--- config.mk ---
export PLATFORM = sky130hd
export DESIGN_NAME = amdc_eddy_current_sequencer_flat
export DESIGN_NICKNAME = d
export VERILOG_FILES = /design/src/rtl/amdc_eddy_current_sequencer_if.sv /design/src/rtl/amdc_eddy_current_sequencer.sv /design/src/flat_wrapper.sv
export SDC_FILE = /design/constraint.sdc
export NUM_CORES = 1
export LEC_CHECK = 0
export CORE_ASPECT_RATIO = 1.5
export CORE_MARGIN = 4
export CORE_UTILIZATION = 47
export DETAILED_ROUTE_END_ITERATION = 8
export PLACE_DENSITY = 0.8
export SLEW_MARGIN = 20
export SYNTH_ARGS = -nofsm -noshare
export SYNTH_HDL_FRONTEND = slang
export SYNTH_SLANG_ARGS = --single-unit
--- constraint.sdc ---
create_clock -name clk -period 2.2 [get_ports clk]
set_clock_uncertainty 0.05 [all_clocks]
set_input_delay 0.44 -clock clk [delete_from_list [all_inputs] [get_ports clk]]
set_output_delay 0.44 -clock clk [all_outputs]
set_load 0.005 [all_outputs]
--- src/rtl/amdc_eddy_current_sequencer_if.sv ---
// Start/done handshake and result bus between the sample sequencer and the eddy current SPI master.
interface amdc_eddy_current_sequencer_if #(
  parameter int DATA_W = 18
);
  logic              spi_start;
  logic              spi_done;
  logic [DATA_W-1:0] spi_data_x;
  logic [DATA_W-1:0] spi_data_y;

  modport master (
    output spi_start,
    input  spi_done,
    input  spi_data_x,
    input  spi_data_y
  );

  modport slave (
    input  spi_start,
    output spi_done,
    output spi_data_x,
    output spi_data_y
  );
endinterface

--- src/rtl/amdc_eddy_current_sequencer.sv ---
// Turns PWM carrier triggers into decimated SPI start pulses, waits for done with a timeout,
// and latches X/Y results with valid strobe, sample counter and sticky error status.
module amdc_eddy_current_sequencer #(
  parameter int CNT_W = 16
) (
  input  logic                          clk,
  input  logic                          rst_n,
  input  logic                          enable,
  input  logic [1:0]                    trig_sel,
  input  logic                          trig_high,
  input  logic                          trig_low,
  input  logic [7:0]                    decim,
  input  logic [CNT_W-1:0]              timeout_cycles,
  input  logic                          clr_status,
  amdc_eddy_current_sequencer_if.master spi,
  output logic [17:0]                   data_x,
  output logic [17:0]                   data_y,
  output logic                          data_valid,
  output logic [CNT_W-1:0]              sample_cnt,
  output logic                          busy,
  output logic                          timeout_err,
  output logic [7:0]                    overrun_cnt
);

  typedef enum logic [1:0] {
    IDLE  = 2'd0,
    START = 2'd1,
    WAIT  = 2'd2,
    LATCH = 2'd3
  } state_t;

  state_t           state;
  logic [7:0]       dcnt;
  logic [CNT_W-1:0] tcnt;
  logic             spi_done_d;

  logic trig_acc;
  logic done_edge;
  logic timeout_hit;
  logic overrun_ev;
  logic timeout_ev;

  function automatic logic [7:0] sat_inc8(input logic [7:0] v);
    return (v == 8'hFF) ? v : v + 8'd1;
  endfunction

  assign trig_acc    = enable & ((trig_sel[0] & trig_high) | (trig_sel[1] & trig_low));
  // done stays high from the previous frame, so only a fresh rising edge means new data
  assign done_edge   = spi.spi_done & ~spi_done_d;
  assign timeout_hit = (timeout_cycles != '0) && (tcnt == timeout_cycles);
  assign overrun_ev  = trig_acc && (state != IDLE);
  assign timeout_ev  = (state == WAIT) && !done_edge && timeout_hit;

  always_ff @(posedge clk or negedge rst_n) begin
    if (!rst_n) begin
      state         <= IDLE;
      dcnt          <= '0;
      tcnt          <= '0;
      spi_done_d    <= 1'b0;
      spi.spi_start <= 1'b0;
      data_x        <= '0;
      data_y        <= '0;
      data_valid    <= 1'b0;
      sample_cnt    <= '0;
      busy          <= 1'b0;
    end else begin
      spi_done_d    <= spi.spi_done;
      spi.spi_start <= 1'b0;
      data_valid    <= 1'b0;
      case (state)
        IDLE: begin
          if (!enable) begin
            dcnt <= '0;
          end else if (trig_acc) begin
            // >= rather than == so lowering decim mid-count cannot strand dcnt above it
            if (dcnt >= decim) begin
              dcnt          <= '0;
              state         <= START;
              spi.spi_start <= 1'b1;
              busy          <= 1'b1;
            end else begin
              dcnt <= dcnt + 8'd1;
            end
          end
        end
        START: begin
          tcnt  <= '0;
          state <= WAIT;
        end
        WAIT: begin
          tcnt <= tcnt + CNT_W'(1);
          if (done_edge) begin
            data_x     <= spi.spi_data_x;
            data_y     <= spi.spi_data_y;
            data_valid <= 1'b1;
            sample_cnt <= sample_cnt + CNT_W'(1);
            state      <= LATCH;
          end else if (timeout_hit) begin
            state <= IDLE;
            busy  <= 1'b0;
          end
        end
        LATCH: begin
          state <= IDLE;
          busy  <= 1'b0;
        end
        default: begin
          state <= IDLE;
          busy  <= 1'b0;
        end
      endcase
    end
  end

  // Status: a set/increment in the same cycle as clr_status takes precedence
  always_ff @(posedge clk or negedge rst_n) begin
    if (!rst_n) begin
      timeout_err <= 1'b0;
      overrun_cnt <= '0;
    end else begin
      if (timeout_ev) begin
        timeout_err <= 1'b1;
      end else if (clr_status) begin
        timeout_err <= 1'b0;
      end
      if (overrun_ev) begin
        overrun_cnt <= clr_status ? 8'd1 : sat_inc8(overrun_cnt);
      end else if (clr_status) begin
        overrun_cnt <= '0;
      end
    end
  end

endmodule

--- src/flat_wrapper.sv ---
// flat-port wrapper written by rule: the top's interface ports become plain ports
module amdc_eddy_current_sequencer_flat 
#(
  parameter int CNT_W = 16
)
  (clk, rst_n, enable, trig_sel, trig_high, trig_low, decim, timeout_cycles, clr_status, data_x, data_y, data_valid, sample_cnt, busy, timeout_err, overrun_cnt, spi_spi_start, spi_spi_done, spi_spi_data_x, spi_spi_data_y);
  amdc_eddy_current_sequencer_if spi_i ();
  input  logic clk;
  input  logic rst_n;
  input  logic enable;
  input  logic [1:0] trig_sel;
  input  logic trig_high;
  input  logic trig_low;
  input  logic [7:0] decim;
  input  logic [CNT_W-1:0] timeout_cycles;
  input  logic clr_status;
  output logic [17:0] data_x;
  output logic [17:0] data_y;
  output logic data_valid;
  output logic [CNT_W-1:0] sample_cnt;
  output logic busy;
  output logic timeout_err;
  output logic [7:0] overrun_cnt;
  output wire logic [$bits(spi_i.spi_start)-1:0] spi_spi_start;
  input wire logic [$bits(spi_i.spi_done)-1:0] spi_spi_done;
  input wire logic [$bits(spi_i.spi_data_x)-1:0] spi_spi_data_x;
  input wire logic [$bits(spi_i.spi_data_y)-1:0] spi_spi_data_y;
  assign spi_spi_start = spi_i.spi_start;
  assign spi_i.spi_done = spi_spi_done;
  assign spi_i.spi_data_x = spi_spi_data_x;
  assign spi_i.spi_data_y = spi_spi_data_y;
  amdc_eddy_current_sequencer #(.CNT_W(CNT_W)) u_core (.clk(clk), .rst_n(rst_n), .enable(enable), .trig_sel(trig_sel), .trig_high(trig_high), .trig_low(trig_low), .decim(decim), .timeout_cycles(timeout_cycles), .clr_status(clr_status), .spi(spi_i), .data_x(data_x), .data_y(data_y), .data_valid(data_valid), .sample_cnt(sample_cnt), .busy(busy), .timeout_err(timeout_err), .overrun_cnt(overrun_cnt));
endmodule
== Yosys cells after proc, flatten, opt, wreduce, memory -nomap -nowiden ==
Index checks and enable logic that the tools add are counted.

* Output and inout bits: 64
* Bits in registers: 91

* $lt $le $gt $ge: 1
* Bitwise operators: 6
* Add/sub/neg operators: 4
* Equal/unequal tests: 13
* Mux-type cells: 28
* Reduce and logical (&&, ||, !) cells: 17

{| class="wikitable"
|+ Operator list
! cell !! number
|-
| 8-bit 2-to-1 mux || 7
|-
| 16-bit by 1-bit adder with 16-bit output (second input constant) || 2
|-
| 16-bit one-hot mux with 2 select lines || 1
|-
| 8-bit by 1-bit adder with 8-bit output (second input constant) || 2
|-
| 16-bit equality test || 1
|-
| 16-bit nonzero test || 1
|-
| 1-bit 2-to-1 mux || 13
|-
| 2-bit 2-to-1 mux || 5
|-
| 8-bit equality test (second input constant) || 1
|-
| 8-bit greater-or-equal comparator || 1
|-
| 2-bit by 1-bit != test with 1-bit output (second input constant) || 4
|-
| 2-bit one-hot mux with 4 select lines || 1
|-
| 2-bit nonzero test || 4
|-
| 2-bit != test (second input constant) || 3
|-
| 2-bit AND reduction || 3
|-
| 6-bit AND reduction || 1
|-
| 1-bit bitwise AND || 4
|-
| 2-bit equality test (second input constant) || 2
|-
| 1-bit logical AND || 4
|-
| 4-bit AND reduction || 1
|-
| 3-bit by 1-bit != test with 1-bit output (second input constant) || 1
|-
| 1-bit one-hot mux with 3 select lines || 1
|-
| 3-bit nonzero test || 1
|-
| 2-bit by 1-bit equality test with 1-bit output (second input constant) || 1
|-
| 4 further kinds || 4
|}

== Longest topological paths before layout ==
* Word-level depth: 6
* Mapped depth: 11

== Least setup slack after synthesis ==
Ideal clock, no wire load.

* Kind: input to register
* Start point: input port decim[0]
* End point: register u_core.state[1]
* Cell stages on the path: 7
* Arrival time: 1.873 ns
* Setup slack: 0.157 ns
* Setup time: 0.120 ns
* Cell sequence: ha_1 -> nand2b_1 -> a2111o_1 -> a21oi_2 -> o21a_1 -> a31oi_1 -> a31o_1

* Cells in the longest elaborated chain, start to end: 3

{| class="wikitable"
|+ RTL lines
! item !! RTL line !! RTL
|-
| start: declaration || flat_wrapper.sv:14 || <nowiki>input logic [7:0] decim;</nowiki>
|-
| 8-bit greater-or-equal comparator || amdc_eddy_current_sequencer.sv:76 || <nowiki>if (dcnt >= decim) begin</nowiki>
|-
| 2-bit by 1-bit != test with 1-bit output (no source line) || -- ||
|-
| 4-bit AND reduction (no source line) || -- ||
|-
| end signal: assignment || amdc_eddy_current_sequencer.sv:78 || <nowiki>state <= START;</nowiki>
|-
| end signal: assignment || amdc_eddy_current_sequencer.sv:88 || <nowiki>state <= WAIT;</nowiki>
|-
| end signal: assignment || amdc_eddy_current_sequencer.sv:97 || <nowiki>state <= LATCH;</nowiki>
|-
| end: declaration || amdc_eddy_current_sequencer.sv:32 || <nowiki>state_t state;</nowiki>
|}

Every way passes these cells.
A chain may end at the register's enable or synchronous reset.

== Worst setup path after layout ==
* Start point: input port decim[7]
* End point: register u_core.state[1]

Same word-level chain as after synthesis.

==> run metrics <==
Yosys reg bits=around 90; starting density of the core=47.7%; Ant. Diodes=0; clock root buffer=clkbuf_16; first-pass GRT wire length=18.2 mm; initial antenna violation count=0; Int Power=4.07 mW; Critical Path End Type=flip-flop; Max Clock Freq=between 400 and 500 MHz; grt total ovfl=0; Comb pwr share=34.8%; cts repair resizes=0; # nets final=a little under 700; Setup Viol. Count Final=0; postcts setup bufs=0; Final Hold Violating Endpoints=2; cell count after synthesis=roughly 460; # clock sinks=91; Hold Crit Class=input pin to async pin; Tmin final=~2.1 ns; final setup margin=around 0.06 ns; syn avg cell area=9.49 um2; sequential power share=40.9%; P&R area growth vs syn=42.0%; Max clock buf depth=2; Die Wd=a little under 90 um; post-layout util=about 68%; total of max-cap violations=0; CP Data Arrival Time=between 2 and 2.5 ns; PD cells=approximately 950 nW/um2; Max VDD drop=~690 uV; Cell variety after synth=48; crit path max fanout=3; final routed DRC violation total=0; Reg2Reg Depth=8; Worst slew margin=69.5%; CP Launch Type=input pin; Psw=1.83 mW; Mapped Area=roughly 4400 um2; Worst Path Required=2.37 ns; Post-Place Setup Slack=-0.304 ns; CP max-delay cell=clkdlybuf4s50_1; Core Box Area=between 9000 and 10,000 um2; 1st-iter DRT viols=approximately 130; CP Depth=10; # H-tree levels=3; Placer Congestion=~0.79; GRT Util Overall=about a fifth; Via density=5.10; Clock power frac=24.3%; sum of negative setup slack=0 ns; Synth area leader=dfrtp_1; layout cells sized above 1=just under 8%; status=complete, but fails checks; 1st-pass router iterations=4; Post-synth top flop=dfrtp_1; CP Cell Sequence=clkdlybuf4s50_1 > inv_1 > ha_1 > nand4_1 > a21oi_2 > a21oi_2 > o21a_1 > buf_4 > o21a_1 > a31o_1; violated checks=hold timing; Vias=between 3,000 and 4,000; IO Port Bufs=between 100 and 150; largest net degree at the start of global routing=45; Final period util=a little over nine tenths; Sw Ratio=between 30% and 40%; post-DP HPWL=8.41 mm; clock-pin transition on the worst setup and hold timing paths=~0.06 ns; Synth top area share=roughly half; commonest non-fill, non-tap cell in the layout=clkdlybuf4s50_1; TritonCTS Buffers=9; Synth Warn #=0; syn nets=~550; Post-CTS Hold Buffers=0; Worst Tran Pin Value=between 0.4 and 0.5 ns; vias in the first global route=~4,000; clk_lat worst skew=around 0.33 ns; Die Area=between 10,000 and 15,000 um2; max incr delay on CP=between 0.4 and 0.5 ns; CTS tree=done; P_leak=2.90 nW; Post-synth EDFFs=0; RSZ-0062 raised after global routing=false; WP buf/inv=3; Crit Path Class=input pin to flip-flop; antenna violation net count after detailed routing=0; Die Ht=roughly 130 um; routed wire length=~11 mm; largest delay contributor family on the critical path=compound AO/OA/AOI/OAI gates; sequential area share after synthesis=around half; most frequent cells in the layout=clkdlybuf4s50_1, nand2_1, dfrtp_1, nor2_1, xor2_1; Synth area leaders=dfrtp_1, nand2_1, xor2_1, xnor2_1, ha_1; num rows=between 40 and 50; I/O pins=between 100 and 150; worst hold slack=-0.00311 ns; Synth async-reset ratio=100%; Slew Viols, Final=0; drt wl/cell=around 15 um
path summary, 6_finish.rpt:
check | startpoint | to | slack (ns)
setup / recovery | decim[7] | u_core.state[1] | 0.06
max in group asynchronous | rst_n | u_core.overrun_cnt[6] | 1.50
hold / removal | rst_n | u_core.data_x[17] | -0.003
hold reg to reg | u_core.data_y[16] | u_core.data_y[16] | 0.42
min in group clk | u_core.data_y[16] | u_core.data_y[16] | 0.42
setup reg to reg | u_core.dcnt[0] | u_core.state[1] | 0.14
synthesized netlist by cell type (2+ instances only):
library cell  instances
buf_2                 2
nand4_1              17
nand2b_1              3
inv_2                 2
nor3_1                2
nand2_1             128
nor4b_1               2
o21ai_0              11
xnor2_1              24
clkbuf_1             10
inv_1                22
a21oi_1               6
nor2_1               36
dfrtp_1              91
xor2_1               29
o21a_1                2
nor4_1                7
and3_1                7
and4_4                2
a31oi_1               2
ha_1                 16
nand3_1              15
and2_1                2
routing by layer:
layer  up-vias  share of wire [%]  track usage [%]
met5         -                  0                0
met4         0                1.4             6.15
met3        11                7.5             7.73
met2       119                 52             35.8
met1      1756                 39             23.3
li1       1824                  -                -
cell type report:
cell class | count | area, um2
Clock buffer | 10 | 239
Fill cell | 734 | 2960
Multi-Input combinational cell | 335 | 1980
Inverter | 24 | 90.1
Tap cell | 112 | 140
Timing Repair Buffer | 150 | 1470
Sequential cell | 91 | 2280
Clock inverter | 6 | 40.0
cell families (layout without fill, tap and decap cells):
kind of cell,Yosys count,in the layout,share of synthesized area (%)
simple gates,232,232,24.2
flops,91,91,51.8
xor+xnor,53,53,10.6
buf+inv,37,190,3.30
compound gates,33,33,5.33
fa+ha+maj,16,16,4.56
mux,1,1,0.228
power groups by stage:
stage          clock network (mW)  registers, mW  logic (mW)
2_1_floorplan                   0           2.43       0.776
3_3_place_gp                    0           2.42        2.00
3_5_place_dp                    0           2.43        2.06
4_1_cts                      1.47           2.41        2.07
5_1_grt                      1.53           2.47        2.29
6_report                     1.43           2.41        2.05
state kept, by name, summed over array words and instances (netlist names), 2 cells and up:
register            flops
u_core.dcnt             8
u_core.overrun_cnt      8
u_core.data_x          18
u_core.tcnt            16
u_core.state            2
u_core.data_y          18
u_core.sample_cnt      16
through the flow:
stage,instances,area (um2),total power [mW]
global route,728,6240,6.29
CTS,728,6220,5.95
finish,728,6240,5.90
floorplan,463,4390,3.20
global placement,712,5940,4.41
detailed placement,712,5940,4.49
Power figures use the tool's default switching activity.
